File: src/rtl/dispatch_queue.sv
// In-order dispatch buffer: queues decoded instructions with a sequence tag and
// offers the oldest entry to exactly one execution unit (ALU, LSU or MULDIV).
module dispatch_queue #(
   parameter int DEPTH = 4,
   parameter int TAG_W = 4
) (
   input  logic                     clk_i,
   input  logic                     rst_i,
   input  logic                     inst_valid_i,
   output logic                     inst_ready_o,
   input  logic [31:0]              inst_i,
   input  logic [31:0]              pc_i,
   input  logic                     alu_i,
   input  logic                     lsu_i,
   input  logic                     muldiv_i,
   input  logic                     br_i,
   input  logic                     flush_i,
   output logic                     alu_valid_o,
   input  logic                     alu_ready_i,
   output logic                     lsu_valid_o,
   input  logic                     lsu_ready_i,
   output logic                     muldiv_valid_o,
   input  logic                     muldiv_ready_i,
   output logic [31:0]              disp_inst_o,
   output logic [31:0]              disp_pc_o,
   output logic [TAG_W-1:0]         disp_tag_o,
   output logic                     illegal_o,
   output logic [$clog2(DEPTH):0]   count_o
);

   localparam int PTR_W = $clog2(DEPTH);
   localparam logic [PTR_W:0] FULL_COUNT = (PTR_W+1)'(DEPTH);
   localparam logic [1:0] UNIT_ALU    = 2'd0;
   localparam logic [1:0] UNIT_LSU    = 2'd1;
   localparam logic [1:0] UNIT_MULDIV = 2'd2;

   logic [31:0]      inst_mem [DEPTH];
   logic [31:0]      pc_mem   [DEPTH];
   logic [1:0]       unit_mem [DEPTH];
   logic [TAG_W-1:0] tag_mem  [DEPTH];

   logic [PTR_W-1:0] rd_ptr;
   logic [PTR_W-1:0] wr_ptr;
   logic [PTR_W:0]   count;
   logic [TAG_W-1:0] tag_cnt;
   logic             illegal;

   logic       has_class;
   logic       accept;
   logic       push;
   logic       pop;
   logic       head_valid;
   logic [1:0] in_unit;
   logic [1:0] head_unit;

   // Multi-hot class vectors are malformed; LSU wins, then MULDIV, else ALU.
   always_comb begin
      in_unit = UNIT_ALU;
      if (lsu_i)
         in_unit = UNIT_LSU;
      else if (muldiv_i)
         in_unit = UNIT_MULDIV;
   end

   // Handshakes: a transfer happens on a rising edge where valid and ready are
   // both high; valid and the head payload stay stable until that transfer, and
   // inst_ready_o depends only on occupancy, never on same-cycle dispatch.
   assign has_class    = alu_i | lsu_i | muldiv_i | br_i;
   assign inst_ready_o = (count < FULL_COUNT);
   assign accept       = inst_valid_i && inst_ready_o;
   assign push         = accept && has_class;

   assign head_valid     = (count != '0);
   assign head_unit      = unit_mem[rd_ptr];
   assign alu_valid_o    = head_valid && (head_unit == UNIT_ALU);
   assign lsu_valid_o    = head_valid && (head_unit == UNIT_LSU);
   assign muldiv_valid_o = head_valid && (head_unit == UNIT_MULDIV);
   assign pop = (alu_valid_o && alu_ready_i) || (lsu_valid_o && lsu_ready_i) ||
                (muldiv_valid_o && muldiv_ready_i);

   assign disp_inst_o = head_valid ? inst_mem[rd_ptr] : '0;
   assign disp_pc_o   = head_valid ? pc_mem[rd_ptr]   : '0;
   assign disp_tag_o  = head_valid ? tag_mem[rd_ptr]  : '0;
   assign illegal_o   = illegal;
   assign count_o     = count;

   always_ff @(posedge clk_i) begin
      if (rst_i) begin
         count   <= '0;
         rd_ptr  <= '0;
         wr_ptr  <= '0;
         tag_cnt <= '0;
         illegal <= 1'b0;
      end else if (flush_i) begin
         count   <= '0;
         rd_ptr  <= '0;
         wr_ptr  <= '0;
         illegal <= 1'b0;
      end else begin
         illegal <= accept && !has_class;
         if (push) begin
            wr_ptr  <= wr_ptr + 1'b1;
            tag_cnt <= tag_cnt + 1'b1;
         end
         if (pop)
            rd_ptr <= rd_ptr + 1'b1;
         case ({push, pop})
            2'b10:   count <= count + 1'b1;
            2'b01:   count <= count - 1'b1;
            default: count <= count;
         endcase
      end
   end

   // Payload storage needs no reset: occupancy alone decides what is visible.
   always_ff @(posedge clk_i) begin
      if (!rst_i && !flush_i && push) begin
         inst_mem[wr_ptr] <= inst_i;
         pc_mem[wr_ptr]   <= pc_i;
         unit_mem[wr_ptr] <= in_unit;
         tag_mem[wr_ptr]  <= tag_cnt;
      end
   end

endmodule

File: config.mk
export PLATFORM = sky130hd
export DESIGN_NAME = dispatch_queue
export DESIGN_NICKNAME = d
export VERILOG_FILES = /design/src/rtl/dispatch_queue.sv
export SDC_FILE = /design/constraint.sdc
export NUM_CORES = 1
export LEC_CHECK = 0
export CORE_MARGIN = 4
export CORE_UTILIZATION = 50
export CTS_BUF_LIST = sky130_fd_sc_hd__clkbuf_8
export DETAILED_ROUTE_END_ITERATION = 12
export DONT_BUFFER_PORTS = 1
export GPL_TIMING_DRIVEN = 1
export PLACE_DENSITY = 0.69
export SLEW_MARGIN = 5
export SYNTH_ARGS = -nofsm -noshare
export SYNTH_HDL_FRONTEND = slang
export SYNTH_SLANG_ARGS = --single-unit
File: constraint.sdc
create_clock -name clk_i -period 4.6 [get_ports clk_i]
set_clock_uncertainty 0.2 [all_clocks]
set_input_delay 1.38 -clock clk_i [delete_from_list [all_inputs] [get_ports clk_i]]
set_output_delay 1.38 -clock clk_i [all_outputs]
set_load 0.05 [all_outputs]
# Word-level counts from Yosys, hierarchy flattened
# Memories as Yosys holds them, arrays and structs flattened. A register that Yosys moved wholly into a read port is not among the register bits.
# Index checks and enable logic that the tools add are counted.
[totals]
reg_bits = 12
ramBits = 280
inputBits = 75
elab_cells = 60
mem_count = 4
[op_classes]
addsub = 5
order_cmp = 1
eq_ne = 4
muxes = 16
bitwise_logic = 4
reduce_logical = 21
[memory_table]
columns = ["memory", "words", "word_bits", "rd", "rd_ports_with_merged_regs", "wr", "line", "rtl"]
rows = [
  ["inst_mem", 4, 32, 1, 1, 1, "37", "logic [31:0] inst_mem [DEPTH];"],
  ["pc_mem", 4, 32, 1, 1, 1, "38", "logic [31:0] pc_mem [DEPTH];"],
  ["tag_mem", 4, 4, 1, 1, 1, "40", "logic [TAG_W-1:0] tag_mem [DEPTH];"],
  ["unit_mem", 4, 2, 1, 1, 1, "39", "logic [1:0] unit_mem [DEPTH];"],
]
[op_table]
columns = ["op", "n"]
rows = [
  ["2-to-1 mux 32 bit", 2],
  ["2-to-1 mux 2 bit", 10],
  ["logical AND 1 bit", 11],
  ["case mux 3 bit (2 select lines)", 1],
  ["adder 2 x 1 -> 2 bit (second input constant)", 2],
  ["adder 4 x 1 -> 4 bit (second input constant)", 1],
  ["== test 2 x 1 -> 1 bit (second input constant)", 2],
  ["== test 2 bit (second input constant)", 2],
  ["2-to-1 mux 4 bit", 1],
  ["adder 3 x 1 -> 3 bit (second input constant)", 1],
  ["logical NOT 1 bit", 3],
  ["less-than comparator 3 bit (second input constant)", 1],
  ["OR 1 bit", 3],
  ["nonzero test 3 bit", 1],
  ["subtractor 3 x 1 -> 3 bit (second input constant)", 1],
  ["logical NOT 2 bit", 1],
  ["logical OR 1 bit", 2],
  ["2-to-1 mux 1 bit", 2],
  ["AND reduction 2 bit", 1],
  ["nonzero test 2 bit", 1],
  ["OR reduction 2 bit", 1],
  ["inverter 1 bit", 1],
]

# Depth between registers and ports, before layout
[depth]
word_depth = 7
mapped_depth = 10
depth_no_buf = 9

# Least setup slack after synthesis
# Ideal clock, no wire load.
[synth_timing]
path_kind = "input to register"
start = "input port inst_valid_i"
end = "memory inst_mem[0][0] (enable)"
setup_time_ns = 0.436
arrival_ns = 3.497
required_time_ns = 3.964
slack_ns = 0.467
cell_stages = 3
path_buffers = 0
path_cell_list = "nand2b_1 -> nor2_1 -> and3_1"
[synth_via]
elab_chain_cells = 5
[synth_rtl]
columns = ["item", "line", "rtl"]
rows = [
  ["start, declared", "9", "input logic inst_valid_i,"],
  ["logical AND 1 bit", "70", "assign accept = inst_valid_i && inst_ready_o;"],
  ["logical AND 1 bit", "71", "assign push = accept && has_class;"],
  ["logical AND 1 bit", "117", "if (!rst_i && !flush_i && push) begin"],
  ["2-to-1 mux 1 bit", "117", ""],
  ["2-to-1 mux 1 bit (implied by the code)", "118", "inst_mem[wr_ptr] <= inst_i;"],
  ["end, declared", "37", ""],
]
# Every way passes these cells.

# Worst setup path in the final report
[layout_timing]
start = "register count[2], in the netlist count_o[2]"
end = "output port disp_pc_o[5]"
[layout_via]
elab_chain_cells = 2
[layout_rtl]
columns = ["item", "line", "rtl"]
rows = [
  ["start, declared", "44", "logic [PTR_W:0] count;"],
  ["start signal, assigned", "108", "2'b10: count <= count + 1'b1;"],
  ["start signal, assigned", "109", "2'b01: count <= count - 1'b1;"],
  ["start signal, assigned", "110", "default: count <= count;"],
  ["nonzero test 3 bit", "73", "assign head_valid = (count != '0);"],
  ["2-to-1 mux 32 bit", "82", "assign disp_pc_o = head_valid ? pc_mem[rd_ptr] : '0;"],
  ["end, declared", "25", "output logic [31:0] disp_pc_o,"],
]
# Every way passes these cells.

==> flow_summary.html <==
<table>
<tr><th>Metric</th><th>Value</th></tr>
<tr><th colspan="2">Detailed routing</th></tr>
<tr><td>DRC viols</td><td>0</td></tr>
<tr><td>First DRT Iteration DRCs</td><td>294</td></tr>
<tr><td>Router iterations before antenna repair</td><td>4</td></tr>
<tr><td>Wire length reported by the detailed router</td><td>20500 um</td></tr>
<tr><td>Wire per inst</td><td>21.8 um</td></tr>
<tr><td>Antenna Nets Post-Route</td><td>0</td></tr>
<tr><td>Vias per cell</td><td>5.51</td></tr>
<tr><td>Vias after detailed routing</td><td>5192</td></tr>
<tr><th colspan="2">Logic synthesis</th></tr>
<tr><td>Count of flip-flops with a built-in enable after synthesis</td><td>280</td></tr>
<tr><td>Post-synthesis async set-or-reset flop share</td><td>0%</td></tr>
<tr><td>Area share of the leading cell type in the synthesized netlist</td><td>74.7%</td></tr>
<tr><td>Post-synth top area cell</td><td>sky130_fd_sc_hd__edfxtp_1</td></tr>
<tr><td>Cell area after synthesis</td><td>11300 sq um</td></tr>
<tr><td>Synthesis-stage register bit count</td><td>294</td></tr>
<tr><td>Cell count after synthesis</td><td>525</td></tr>
<tr><td>Portion of the post-synthesis area used by sequential elements</td><td>77.1%</td></tr>
<tr><td>Number of warnings issued by yosys</td><td>0</td></tr>
<tr><td>Syn nets</td><td>607</td></tr>
<tr><td>Post-Syn Area per Cell</td><td>21.5 sq um</td></tr>
<tr><td>Top post-synthesis cells by area</td><td>sky130_fd_sc_hd__edfxtp_1 75%, sky130_fd_sc_hd__mux4_2 14%, sky130_fd_sc_hd__nor2b_1 3.8%</td></tr>
<tr><td>Primary flip-flop cell chosen by synthesis mapping</td><td>sky130_fd_sc_hd__edfxtp_1</td></tr>
<tr><td>Netlist cell types</td><td>31</td></tr>
<tr><th colspan="2">Power</th></tr>
<tr><td>Clock share of power</td><td>38.6%</td></tr>
<tr><td>Worst ir drop on vdd</td><td>279 uV</td></tr>
<tr><td>Static Leakage</td><td>4.23 nW</td></tr>
<tr><td>Total net switching power</td><td>1.17 mW</td></tr>
<tr><td>Sequential fraction of design power</td><td>55.5%</td></tr>
<tr><td>Total internal power</td><td>4.19 mW</td></tr>
<tr><td>Power density of the placed cells</td><td>411 nW/um^2</td></tr>
<tr><td>Switching power as a share of total power</td><td>21.9%</td></tr>
<tr><td>Fraction of power consumed by combinational cells</td><td>5.9%</td></tr>
<tr><th colspan="2">Layout</th></tr>
<tr><td>Core utilization of the finished layout</td><td>59.5%</td></tr>
<tr><td>Inserted Diodes</td><td>0</td></tr>
<tr><td>Synth-to-layout area growth</td><td>16.0%</td></tr>
<tr><td>Leading cell type in the layout, fill and taps excluded</td><td>sky130_fd_sc_hd__edfxtp_1</td></tr>
<tr><td>Seq. cell area</td><td>8700 sq um</td></tr>
<tr><td>Layout filler cell count</td><td>1568</td></tr>
<tr><td>Post-layout instance area</td><td>13100 sq um</td></tr>
<tr><td>Share of post-route cells with drive strength above 1</td><td>32.4%</td></tr>
<tr><td>Multi-input gate area in the final layout</td><td>2470 sq um</td></tr>
<tr><td>Nets</td><td>710</td></tr>
<tr><td>Commonest cells after routing, fill and taps aside</td><td>280 x sky130_fd_sc_hd__edfxtp_1, 74 x sky130_fd_sc_hd__buf_4, 70 x sky130_fd_sc_hd__mux4_2</td></tr>
<tr><th colspan="2">Worst setup path</th></tr>
<tr><td>R2R cell count</td><td>9</td></tr>
<tr><td>Worst Setup Start Kind</td><td>flip-flop</td></tr>
<tr><td>CP cell instances</td><td>nor3_2 &gt; buf_12 &gt; nor2b_1 &gt; buf_4</td></tr>
<tr><td>Reg2Reg Capture Point</td><td>count_o[2]$_SDFFE_PP0P_</td></tr>
<tr><td>Arrival @ worst endpoint</td><td>2.42 ns</td></tr>
<tr><td>Largest stage delay, worst path</td><td>0.74 ns</td></tr>
<tr><td>Worst path bufs/invs</td><td>2</td></tr>
<tr><td>Worst R2R Setup Slack</td><td>1.17 ns</td></tr>
<tr><td>Max stage delay cell, worst path</td><td>sky130_fd_sc_hd__nor3_2</td></tr>
<tr><td>Worst-path fanout max</td><td>36</td></tr>
<tr><td>Category of the most critical setup path</td><td>reg2out</td></tr>
<tr><td>CP top delay family</td><td>simple AND/OR/NAND/NOR gates</td></tr>
<tr><td>Required @ worst endpoint</td><td>3.02 ns</td></tr>
<tr><td>Kind of end point of the critical path</td><td>output port</td></tr>
<tr><th colspan="2">Clocking</th></tr>
<tr><td>Clk slew on worst S/H paths</td><td>0.06 ns</td></tr>
<tr><td>Max clock buf depth</td><td>3</td></tr>
<tr><td>Deepest level of the CTS H-tree</td><td>2</td></tr>
<tr><td>Hold Buf Count CTS</td><td>0</td></tr>
<tr><td>Clock insertion delay at the later pin of the skew report</td><td>0.53 ns</td></tr>
<tr><td>Clock Sinks</td><td>294</td></tr>
<tr><td>CTS tree</td><td>yes</td></tr>
<tr><td>Post-CTS setup buffers</td><td>0</td></tr>
<tr><td>Post_cts resized</td><td>0</td></tr>
<tr><td>Cell at the root of the clock tree</td><td>sky130_fd_sc_hd__clkbuf_8</td></tr>
<tr><td>Number of buffers added by the clock tree synthesis step</td><td>46</td></tr>
<tr><th colspan="2">STA</th></tr>
<tr><td>Max-slew violations</td><td>0</td></tr>
<tr><td>Sum of negative setup slack</td><td>0 ns</td></tr>
<tr><td>Period utilisation layout</td><td>87.0%</td></tr>
<tr><td>Worst-margin pin slew</td><td>1.14 ns</td></tr>
<tr><td>Headroom to the max-slew limit</td><td>24.3%</td></tr>
<tr><td>Least setup slack across all paths after layout</td><td>0.600 ns</td></tr>
<tr><td>Min Hold Slack</td><td>0.273 ns</td></tr>
<tr><td>Upper clock frequency limit</td><td>250 MHz</td></tr>
<tr><td>Final worst path period need</td><td>4.00 ns</td></tr>
<tr><td>RSZ-0062 raised after global routing</td><td>no</td></tr>
<tr><td>Total count of hold-check failures in the final report</td><td>0</td></tr>
<tr><td>Setup-violating endpoint count in the final report</td><td>0</td></tr>
<tr><th colspan="2">Hold path</th></tr>
<tr><td>Startpoint of the worst hold path</td><td>rd_ptr[1]$_SDFFE_PP0P_</td></tr>
<tr><td>Path type of the worst min-delay path</td><td>reg2reg</td></tr>
<tr><td>Worst Hold Path Cells</td><td>2</td></tr>
<tr><th colspan="2">Placed design</th></tr>
<tr><td>Worst setup slack before clock tree synthesis</td><td>0.966 ns</td></tr>
<tr><td>DP Wirelength</td><td>11700 um</td></tr>
<tr><td>Placer's final routability congestion estimate</td><td>0.725</td></tr>
<tr><td>Port-buffer cells</td><td>0</td></tr>
<tr><td>Post-Place Cell Area</td><td>12200 sq um</td></tr>
<tr><th colspan="2">Run</th></tr>
<tr><td>Maximum Capacitance Violations</td><td>0</td></tr>
<tr><th colspan="2">Global routing</th></tr>
<tr><td>Global-route wire length before repair</td><td>32100 um</td></tr>
<tr><td>Gr usage total</td><td>16.8%</td></tr>
<tr><td>Antenna violations before repair</td><td>0</td></tr>
<tr><td>Number of global-route vias before repair</td><td>5806</td></tr>
<tr><td>Largest net degree at the start of global routing</td><td>71</td></tr>
<tr><td>Gr ovfl total</td><td>0</td></tr>
<tr><th colspan="2">Floorplan</th></tr>
<tr><td>I/O pin total</td><td>151</td></tr>
<tr><td>Area of the core</td><td>22000 sq um</td></tr>
<tr><td>Height of the chip</td><td>158 um</td></tr>
<tr><td>Row count</td><td>54</td></tr>
<tr><td>Initial core utilization</td><td>51.3%</td></tr>
<tr><td>Width of the die</td><td>158 um</td></tr>
<tr><td>Floorplan die area</td><td>25000 sq um</td></tr>
<tr><th colspan="2">Outcome</th></tr>
<tr><td>Outcome</td><td>finished clean</td></tr>
</table>
-- worst register-to-register path: stages (launching register included) --
cell	delay, ns
sky130_fd_sc_hd__dfxtp_4	0.78
sky130_fd_sc_hd__mux4_2	0.46
sky130_fd_sc_hd__or2_1	0.27
sky130_fd_sc_hd__o2bb2ai_2	0.31
sky130_fd_sc_hd__ha_1	0.25
sky130_fd_sc_hd__inv_1	0.06
sky130_fd_sc_hd__fa_1	0.38
sky130_fd_sc_hd__xor2_1	0.17
sky130_fd_sc_hd__or3_1	0.31
sky130_fd_sc_hd__a21oi_1	0.16
-- worst max-delay path by stage --
stage | from | endpoint | slack, ns | cells after the start
detailed placement | alu_i | pc_mem[0][13]$_DFFE_PP_ | 0.97 | 4
finish | count_o[2]$_SDFFE_PP0P_ | disp_pc_o[5] | 0.60 | 4
global placement | alu_i | inst_mem[1][26]$_DFFE_PP_ | 1.03 | 4
global route | count_o[2]$_SDFFE_PP0P_ | disp_pc_o[18] | 0.38 | 4
CTS | flip-flop | disp_inst_o[3] | 0.48 | 4
floorplan | inst_valid_i | inst_mem[0][0]$_DFFE_PP_ | 0.47 | 3
-- registers in the layout, summed over array words and instances, names as in the netlist, named ones only --
signal,count
tag_cnt,4
inst_mem,128
illegal_o,1
rd_ptr,2
tag_mem,16
pc_mem,128
unit_mem,8
count_o,3
wr_ptr,2
-- Yosys cell counts, types with 3 or more instances --
library cell               count
sky130_fd_sc_hd__edfxtp_1    280
sky130_fd_sc_hd__mux4_2       70
sky130_fd_sc_hd__nor2b_1      69
sky130_fd_sc_hd__clkbuf_1     14
sky130_fd_sc_hd__dfxtp_1      14
sky130_fd_sc_hd__nor2_1       12
sky130_fd_sc_hd__inv_1         9
sky130_fd_sc_hd__buf_2         8
sky130_fd_sc_hd__ha_1          6
sky130_fd_sc_hd__mux2i_1       5
sky130_fd_sc_hd__nand2_1       5
sky130_fd_sc_hd__and3_1        4
sky130_fd_sc_hd__xnor2_1       4
sky130_fd_sc_hd__a21oi_1       3
-- power by group through the flow --
stage                     Combinational, mW  Sequential [mW]  Clock [mW]
after detailed placement              0.324             3.03           0
after floorplan                       0.230             3.03           0
after global routing                  0.340             2.98        2.27
final                                 0.319             2.98        2.07
after CTS                             0.325             2.98        2.12
after global placement                0.322             3.03           0
-- layout make-up --
cell class / count / area share, %
timing repair buffer: 78 / 4.86
clock buffer: 51 / 5.37
tap: 280 / 2.68
multi-input combinational: 199 / 18.9
inverter: 9 / 0.259
clock inverter: 32 / 1.38
sequential: 294 / 66.6
-- kinds of logic (layout without fill, tap and decap cells) --
kind of cell	Yosys count	in the layout	synth area share [%]
AO/OA/AOI/OAI	7	7	0.433
XOR/XNOR	6	6	0.467
adder cells (fa/ha/maj)	7	7	0.844
buffers and inverters	32	170	1.22
flip-flops	294	294	77.1
multiplexers	75	75	14.4
AND/OR/NAND/NOR	104	104	5.45
-- metal layers --
metal	GRT usage, %	vias to the layer above	part of all wire (%)	wire [um]
met4	4.71	0	1.9	398
met1	20.3	2643	38	7790
met2	28.3	188	50	10300
met3	6.86	42	9.7	1990
met5	0	-	0	0
li1	-	2319	-	-
-- per-stage QoR --
step | cells | power [mW]
finish | 943 | 5.37
global route | 943 | 5.58
CTS | 943 | 5.42
detailed placement | 860 | 3.36
global placement | 860 | 3.35
floorplan | 525 | 3.26
No activity file was read; power rests on OpenSTA's default activity.
